--- src/rtl/program_loader.sv ---
// program_loader
//   Copies a length-prefixed program image from a source (BIOS/storage)
//   into instruction memory. The word at src_base holds the length N;
//   the N words that follow are written to imem addresses 0..N-1.
//   Lengths above the imem capacity are clamped, and err is raised.
//
// Ports
//   clk, rst         clock, synchronous active-high reset
//   start            begin a load (accepted only in IDLE/DONE)
//   hlt              pause: no new source request while high
//   src_base         source address of the length word, latched with start
//   src_req/addr     one-cycle source read request and its address
//   src_valid/data   source response strobe and data (latency >= 1)
//   imem_we/addr/wdata  registered instruction-memory write port
//   busy, done       load in progress / load finished (level)
//   handoff          one-cycle pulse on entry to DONE
//   err              length overflow, sticky until next accepted start
module program_loader #(
    parameter int unsigned DATA_WIDTH     = 32,
    parameter int unsigned ADDR_WIDTH     = 10,
    parameter int unsigned SRC_ADDR_WIDTH = 16
) (
    input  logic                      clk,
    input  logic                      rst,
    input  logic                      start,
    input  logic                      hlt,
    input  logic [SRC_ADDR_WIDTH-1:0] src_base,
    output logic                      src_req,
    output logic [SRC_ADDR_WIDTH-1:0] src_addr,
    input  logic                      src_valid,
    input  logic [DATA_WIDTH-1:0]     src_data,
    output logic                      imem_we,
    output logic [ADDR_WIDTH-1:0]     imem_addr,
    output logic [DATA_WIDTH-1:0]     imem_wdata,
    output logic                      busy,
    output logic                      done,
    output logic                      handoff,
    output logic                      err
);

    // count/len carry one extra bit so a full-capacity image does not wrap
    localparam int unsigned          CW    = ADDR_WIDTH + 1;
    localparam logic [CW-1:0]         CAP   = {1'b1, {ADDR_WIDTH{1'b0}}};
    localparam logic [DATA_WIDTH-1:0] CAP_D = DATA_WIDTH'(CAP);

    typedef enum logic [2:0] {
        IDLE,
        LEN_REQ,
        LEN_WAIT,
        DAT_REQ,
        DAT_WAIT,
        DONE
    } state_t;

    state_t                    state;
    state_t                    next_state;
    logic [SRC_ADDR_WIDTH-1:0] base;
    logic [CW-1:0]             count;
    logic [CW-1:0]             len;
    logic                      len_vld;

    always_comb begin
        next_state = state;
        src_req    = 1'b0;
        src_addr   = '0;
        case (state)
            IDLE, DONE: begin
                if (start) next_state = LEN_REQ;
            end
            LEN_REQ: begin
                if (!hlt) begin
                    src_req    = 1'b1;
                    src_addr   = base;
                    next_state = LEN_WAIT;
                end
            end
            LEN_WAIT: begin
                // length is registered first, then decided on the next cycle
                if (len_vld) next_state = (len == '0) ? DONE : DAT_REQ;
            end
            DAT_REQ: begin
                if (!hlt) begin
                    src_req    = 1'b1;
                    src_addr   = base + SRC_ADDR_WIDTH'(1) + SRC_ADDR_WIDTH'(count);
                    next_state = DAT_WAIT;
                end
            end
            DAT_WAIT: begin
                if (src_valid) next_state = ((count + CW'(1)) < len) ? DAT_REQ : DONE;
            end
            default: next_state = IDLE;
        endcase
        busy = (state != IDLE) && (state != DONE);
        done = (state == DONE);
    end

    always_ff @(posedge clk) begin
        if (rst) begin
            state      <= IDLE;
            base       <= '0;
            count      <= '0;
            len        <= '0;
            len_vld    <= 1'b0;
            err        <= 1'b0;
            imem_we    <= 1'b0;
            imem_addr  <= '0;
            imem_wdata <= '0;
            handoff    <= 1'b0;
        end else begin
            state   <= next_state;
            imem_we <= 1'b0;
            handoff <= (next_state == DONE) && (state != DONE);
            case (state)
                IDLE, DONE: begin
                    if (start) begin
                        base    <= src_base;
                        count   <= '0;
                        len     <= '0;
                        len_vld <= 1'b0;
                        err     <= 1'b0;
                    end
                end
                LEN_WAIT: begin
                    if (src_valid && !len_vld) begin
                        len_vld <= 1'b1;
                        if (src_data > CAP_D) begin
                            len <= CAP;
                            err <= 1'b1;
                        end else begin
                            len <= src_data[CW-1:0];
                        end
                    end
                end
                DAT_WAIT: begin
                    if (src_valid) begin
                        imem_we    <= 1'b1;
                        imem_addr  <= count[ADDR_WIDTH-1:0];
                        imem_wdata <= src_data;
                        count      <= count + CW'(1);
                    end
                end
                default: ;
            endcase
        end
    end

endmodule

--- config.mk ---
export PLATFORM = sky130hd
export DESIGN_NAME = program_loader
export DESIGN_NICKNAME = d
export VERILOG_FILES = /design/src/rtl/program_loader.sv
export SDC_FILE = /design/constraint.sdc
export NUM_CORES = 1
export LEC_CHECK = 0
export CAP_MARGIN = 20
export CORE_UTILIZATION = 40
export DETAILED_ROUTE_END_ITERATION = 7
export DONT_BUFFER_PORTS = 1
export HOLD_SLACK_MARGIN = 0.03
export SLEW_MARGIN = 40
export SYNTH_ARGS = -nofsm -noshare
export SYNTH_HDL_FRONTEND = slang
export SYNTH_SLANG_ARGS = --single-unit
--- constraint.sdc ---
create_clock -name clk -period 3.9 [get_ports clk]
set_clock_uncertainty 0.2 [all_clocks]
set_input_delay 0.78 -clock clk [delete_from_list [all_inputs] [get_ports clk]]
set_output_delay 0.78 -clock clk [all_outputs]
set_load 0.02 [all_outputs]
After elaboration in Yosys (flattened, before gate mapping)
Cells that the tools add are included.
Operators by class
  $add $sub $neg: 3
  magnitude comparators: 2
  eq/ne operators: 11
  muxes and demuxes: 26
  bitwise gates (word level): 1
  reductions and logical operators: 17
Operators by type and width (count)
  two-way mux 11 bit: 4
  case mux 11 bit (2 select lines): 2
  greater-than comparator 32 x 11 -> 1 bit, second input constant: 1
  two-way mux 16 bit: 2
  case mux 16 bit (2 select lines): 1
  two-way mux 3 bit: 7
  adder 16 x 1 -> 16 bit, second input constant: 1
  adder 16 x 11 -> 16 bit: 1
  case mux 3 bit (5 select lines): 1
  adder 11 x 1 -> 11 bit, second input constant: 1
  zero test 11 bit: 1
  less-than comparator 11 bit: 1
  equality test 3 bit, second input constant: 3
  != test 2 bit, second input constant: 4
  two-way mux 1 bit: 7
  equality test 3 x 2 -> 1 bit, second input constant: 2
  AND reduction 3 bit: 2
  OR reduction 2 bit: 3
  case mux 1 bit (2 select lines): 2
  AND reduction 2 bit: 2
  AND reduction 4 bit: 1
  nonzero test 2 bit: 2
  equality test 3 x 1 -> 1 bit, second input constant: 1
  logical AND 1 bit: 3
  other kinds (5): 5
Storage, ports and cells
  bits in registers: 87
  input bits: 53
  logic and storage cells: 70

Logic depth before layout (Yosys ltp)
  depth in word-level cells: 7
  depth in mapped cells: 12
  mapped depth without buffers: 12

Worst setup path before layout
OpenSTA, ideal clock, no wires.
  path type: reg-to-output
  from: register count[0]
  to: output src_addr[8]
  arrival time: 2184 ps
  required time: 2920 ps
  path slack: 736 ps
  cell stages (with the launch flop): 10
  cell sequence: dfxtp_1 inv_1 ha_1 fa_1 nand2b_1 a21oi_1 a211oi_2 o21ai_0 xnor2_1 o21ai_0
On the way
  longest elaborated chain between the ends: 3
Ends and longest elaborated chain
  start: declaration: line 58  | logic [CW-1:0] count;
  start signal: assignment: line 139  | count <= count + CW'(1);
  adder 16 x 11 -> 16 bit: line 84  | src_addr = base + SRC_ADDR_WIDTH'(1) + SRC_ADDR_WIDTH'(count);
  two-way mux 16 bit: line 82  | if (!hlt) begin
  case mux 16 bit (2 select lines): line 66  | case (state)
  end: declaration: line 29  | output logic [SRC_ADDR_WIDTH-1:0] src_addr,
No other way between the ends.

Final worst setup path
  from: register count[0]
  to: output src_addr[10]
The elaborated chain is that of the path after synthesis.

==> out/results.txt <==
Counting the fill cells in the layout gives 1,080. The total standard cell area after synthesis was 0.00446 mm^2. The class of the most critical hold timing path was reg -> reg. In this run, post-CTS repair resized a total of 0 instances. The run finished with clean final reports.

The most common library cell in the layout ignoring fill and taps is sky130_fd_sc_hd__nand2_1. The aggregate global routing overflow was 0; the number of hold-slack violations in the final timing report was 0. Routed length per placed instance: 15.7 um.

Setup violations remaining at the end of the flow were counted as 0. The internal reg-to-reg setup slack is 0.64 ns, and the maximum fanout encountered on the critical timing path is 8. At the end of the flow the core is filled with cells to 44.1%. The die is 108 um wide. In this run the biggest area consumer among cell types represents 39.1% of the synthesized area. At the end of routability-driven placement, the weighted congestion stood at 0.898. In this run the power density over the cells is 370 mW/mm^2.

Counting flops and latches in the post-synthesis netlist gives 87. At the later pin of the worst-skew pair, clock insertion delay measures 0.37 ns. Count of vias placed by the detailed router: 3,991.

For the final total negative setup slack, the log shows 0 ns. Excluding fillers, the count of instances in the completed layout stands at 727. By startpoint and endpoint, the worst setup path is classified as reg -> out.

The number of antenna diodes in the final layout is 0. For this run, design rule violations remaining after detail routing come to 0. Summed over all nets, the half-perimeter wirelength after detailed placement is 8200 um.

The initial antenna violation count was 0; the total clock buffers created by CTS was 9. The number of global-route vias before repair was 3,756. The first global-routing pass estimated 18,200 um of wire. Data arrives at the worst endpoint at 2.73 ns. The total count of max-transition violations in the final report is 0. The effective utilization at floorplan is 41.1%. Setup repair after global routing left no endpoint under its margin. Max-cap violations in this run came to 0. The floorplan step defined a die boundary enclosing 0.0116 mm^2. Summing internal, switching and leakage power gives 1.77 mW. Root cell of the clock tree: sky130_fd_sc_hd__clkbuf_8.

The share of synthesized area occupied by flip-flops and latches is 39.1%. The synthesized instance count is 592. The highest attainable clock frequency is 269 MHz. The count of hold buffers inserted by post-cts repair was 0.

In the layout the commonest cells are sky130_fd_sc_hd__nand2_1, sky130_fd_sc_hd__dfxtp_1, sky130_fd_sc_hd__a21oi_1. The logs give 0.0108 mm^2 for the area of the placeable core and 0 for the count of nets left with antenna violations after detail routing. The detailed-route vias per instance came out at 5.49. Summing all non-filler instances in the final layout gives an area of 0.00478 mm^2. VDD sags by at most 0.000161 V.

TritonCTS built the clock tree. The run gives 50 as the post-synthesis cell type count. For the all-layer global routing usage, the log shows 20.1%. STA puts the critical path data required time at 2.92 ns. The logs give 4 for the number of detailed-route iterations in the first pass and 11,400 um for the wire length reported by the detailed router. The number of buffers inserted by post-CTS setup repair was 0.

The count of synthesis-stage warnings from yosys was 0. The clock passes through at most 2 buffers. For the pin with the worst max-slew slack, the measured transition is 0.795 ns.

sky130_fd_sc_hd__dfxtp_1 takes more of the synthesized area than any other cell. The worst setup path is captured at a primary output. In this run the static leakage power is 1.71 nW.

The die is 108 um tall. Entering global routing, the biggest net connects 86 pins. After detailed placement, the total cell area comes to 0.00457 mm^2.

Counting every net in the synthesized netlist gives 668. For this block, the initial DRC count from the detailed router was 295. After clock tree synthesis, the clock-pin slew on the worst setup and hold paths is 0.09 ns. For this design the top-level I/O count stands at 117. In this run the mean area of a mapped cell was 7.53 um^2.

In the final design database the tool counted 658 nets. Site row count: 38. CTS saw 87 sinks. From synthesis to final layout, the design area changed by 7.18%. The number of placed instances, taps included, is 711. The tools report the startpoint type of the worst setup path as a flop. The relative slew slack is 46.9%, and the final critical path time including I/O delays and setup is 3.71 ns. Count of input and output buffers: 0. The H-tree was split into 3 levels. In the final layout, the share of cells above drive strength 1 is 6.47%. Of the available clock period, the critical path in the final layout requires 95.1%. In the post-synthesis netlist, the biggest area contributors are sky130_fd_sc_hd__dfxtp_1, sky130_fd_sc_hd__nand2_1, sky130_fd_sc_hd__a21oi_1.
## critical path, stage by stage, from the launching register on
cell,delay (ns)
sky130_fd_sc_hd__dfxtp_1,0.48
sky130_fd_sc_hd__inv_1,0.08
sky130_fd_sc_hd__ha_1,0.21
sky130_fd_sc_hd__fa_1,0.40
sky130_fd_sc_hd__nand2b_1,0.18
sky130_fd_sc_hd__a21oi_1,0.17
sky130_fd_sc_hd__a211oi_2,0.11
sky130_fd_sc_hd__o21ai_0,0.29
sky130_fd_sc_hd__o21ba_2,0.18
sky130_fd_sc_hd__a32o_1,0.25
## metrics by stage
stage / hold WS (ns) / setup WS [ns]
5_1_grt: 0.254 / 0.00217
3_5_place_dp: 0.265 / 0.557
2_1_floorplan: 0.245 / 0.736
6_report: 0.274 / 0.189
3_3_place_gp: 0.260 / 0.638
4_1_cts: 0.262 / 0.145
## flip-flops by register name, summed over array words and instances, names as in the netlist
name,flops
base,16
len_vld,1
state,3
err,1
handoff,1
len,11
imem_wdata,32
imem_we,1
imem_addr,10
count,11
## cell usage after synthesis (all sizes together)
cell     count
a2111oi      1
a211o        2
a211oi       5
a21boi       1
a21o         3
a21oi       81
a221oi       1
a22oi       15
a311oi       4
a31oi        2
a32o         1
a32oi        1
and2         2
and3         6
buf         14
clkbuf      17
dfxtp       87
fa           1
ha          22
inv         24
mux2i        6
nand2      146
nand2b       5
nand3       10
nand4        4
nor2        58
nor2b        2
nor3         7
nor3b        2
nor4         9
o2111ai      1
o211ai       1
o21a         1
o21ai       20
o21ba        1
o21bai       1
o22a         1
o22ai        2
or2          1
or3          3
xnor2       11
xor2        10
## metal layers
metal / vias to the layer above / global-route usage, % / part of all wire [%]
met5: - / 0 / 0
met3: 14 / 6.05 / 6.8
met2: 126 / 32.6 / 46
met4: 0 / 8.22 / 1.8
met1: 1855 / 24.8 / 45
li1: 1996 / - / -
## worst paths after layout
kind                  from            to  cells past startpoint
hold reg to reg    base[0]       base[0]                      2
setup / recovery  count[0]  src_addr[10]                      9
hold / removal     base[0]       base[0]                      2
setup reg to reg  count[0]       handoff                     10
## cells by family after synthesis
logic type,count (synthesis),synth area share [%]
AND/OR/NAND/NOR,255,24.4
AO/OA/AOI/OAI,145,19.3
flip-flops,87,39.1
buffers and inverters,55,5.08
adder cells (fa/ha/maj),23,6.62
XOR/XNOR,21,4.13
multiplexers,6,1.35
## area by class of cell
| class | instances | area (um^2) | share of cell area, % |
|---|---|---|---|
| clock buffer | 9 | 124 | 2.59 |
| timing repair buffer | 10 | 75.1 | 1.57 |
| clock inverter | 7 | 70.1 | 1.47 |
| sequential | 87 | 1740 | 36.4 |
| inverter | 24 | 90.1 | 1.89 |
| multi-input combinational | 450 | 2500 | 52.4 |
| tap | 140 | 175 | 3.67 |
## power breakdown
part	switching (mW)	total, mW	internal (mW)
registers	0.0352	0.946	0.911
clock network	0.338	0.635	0.297
logic	0.122	0.184	0.0619
Note: power is estimated with default switching activity, not from simulation.
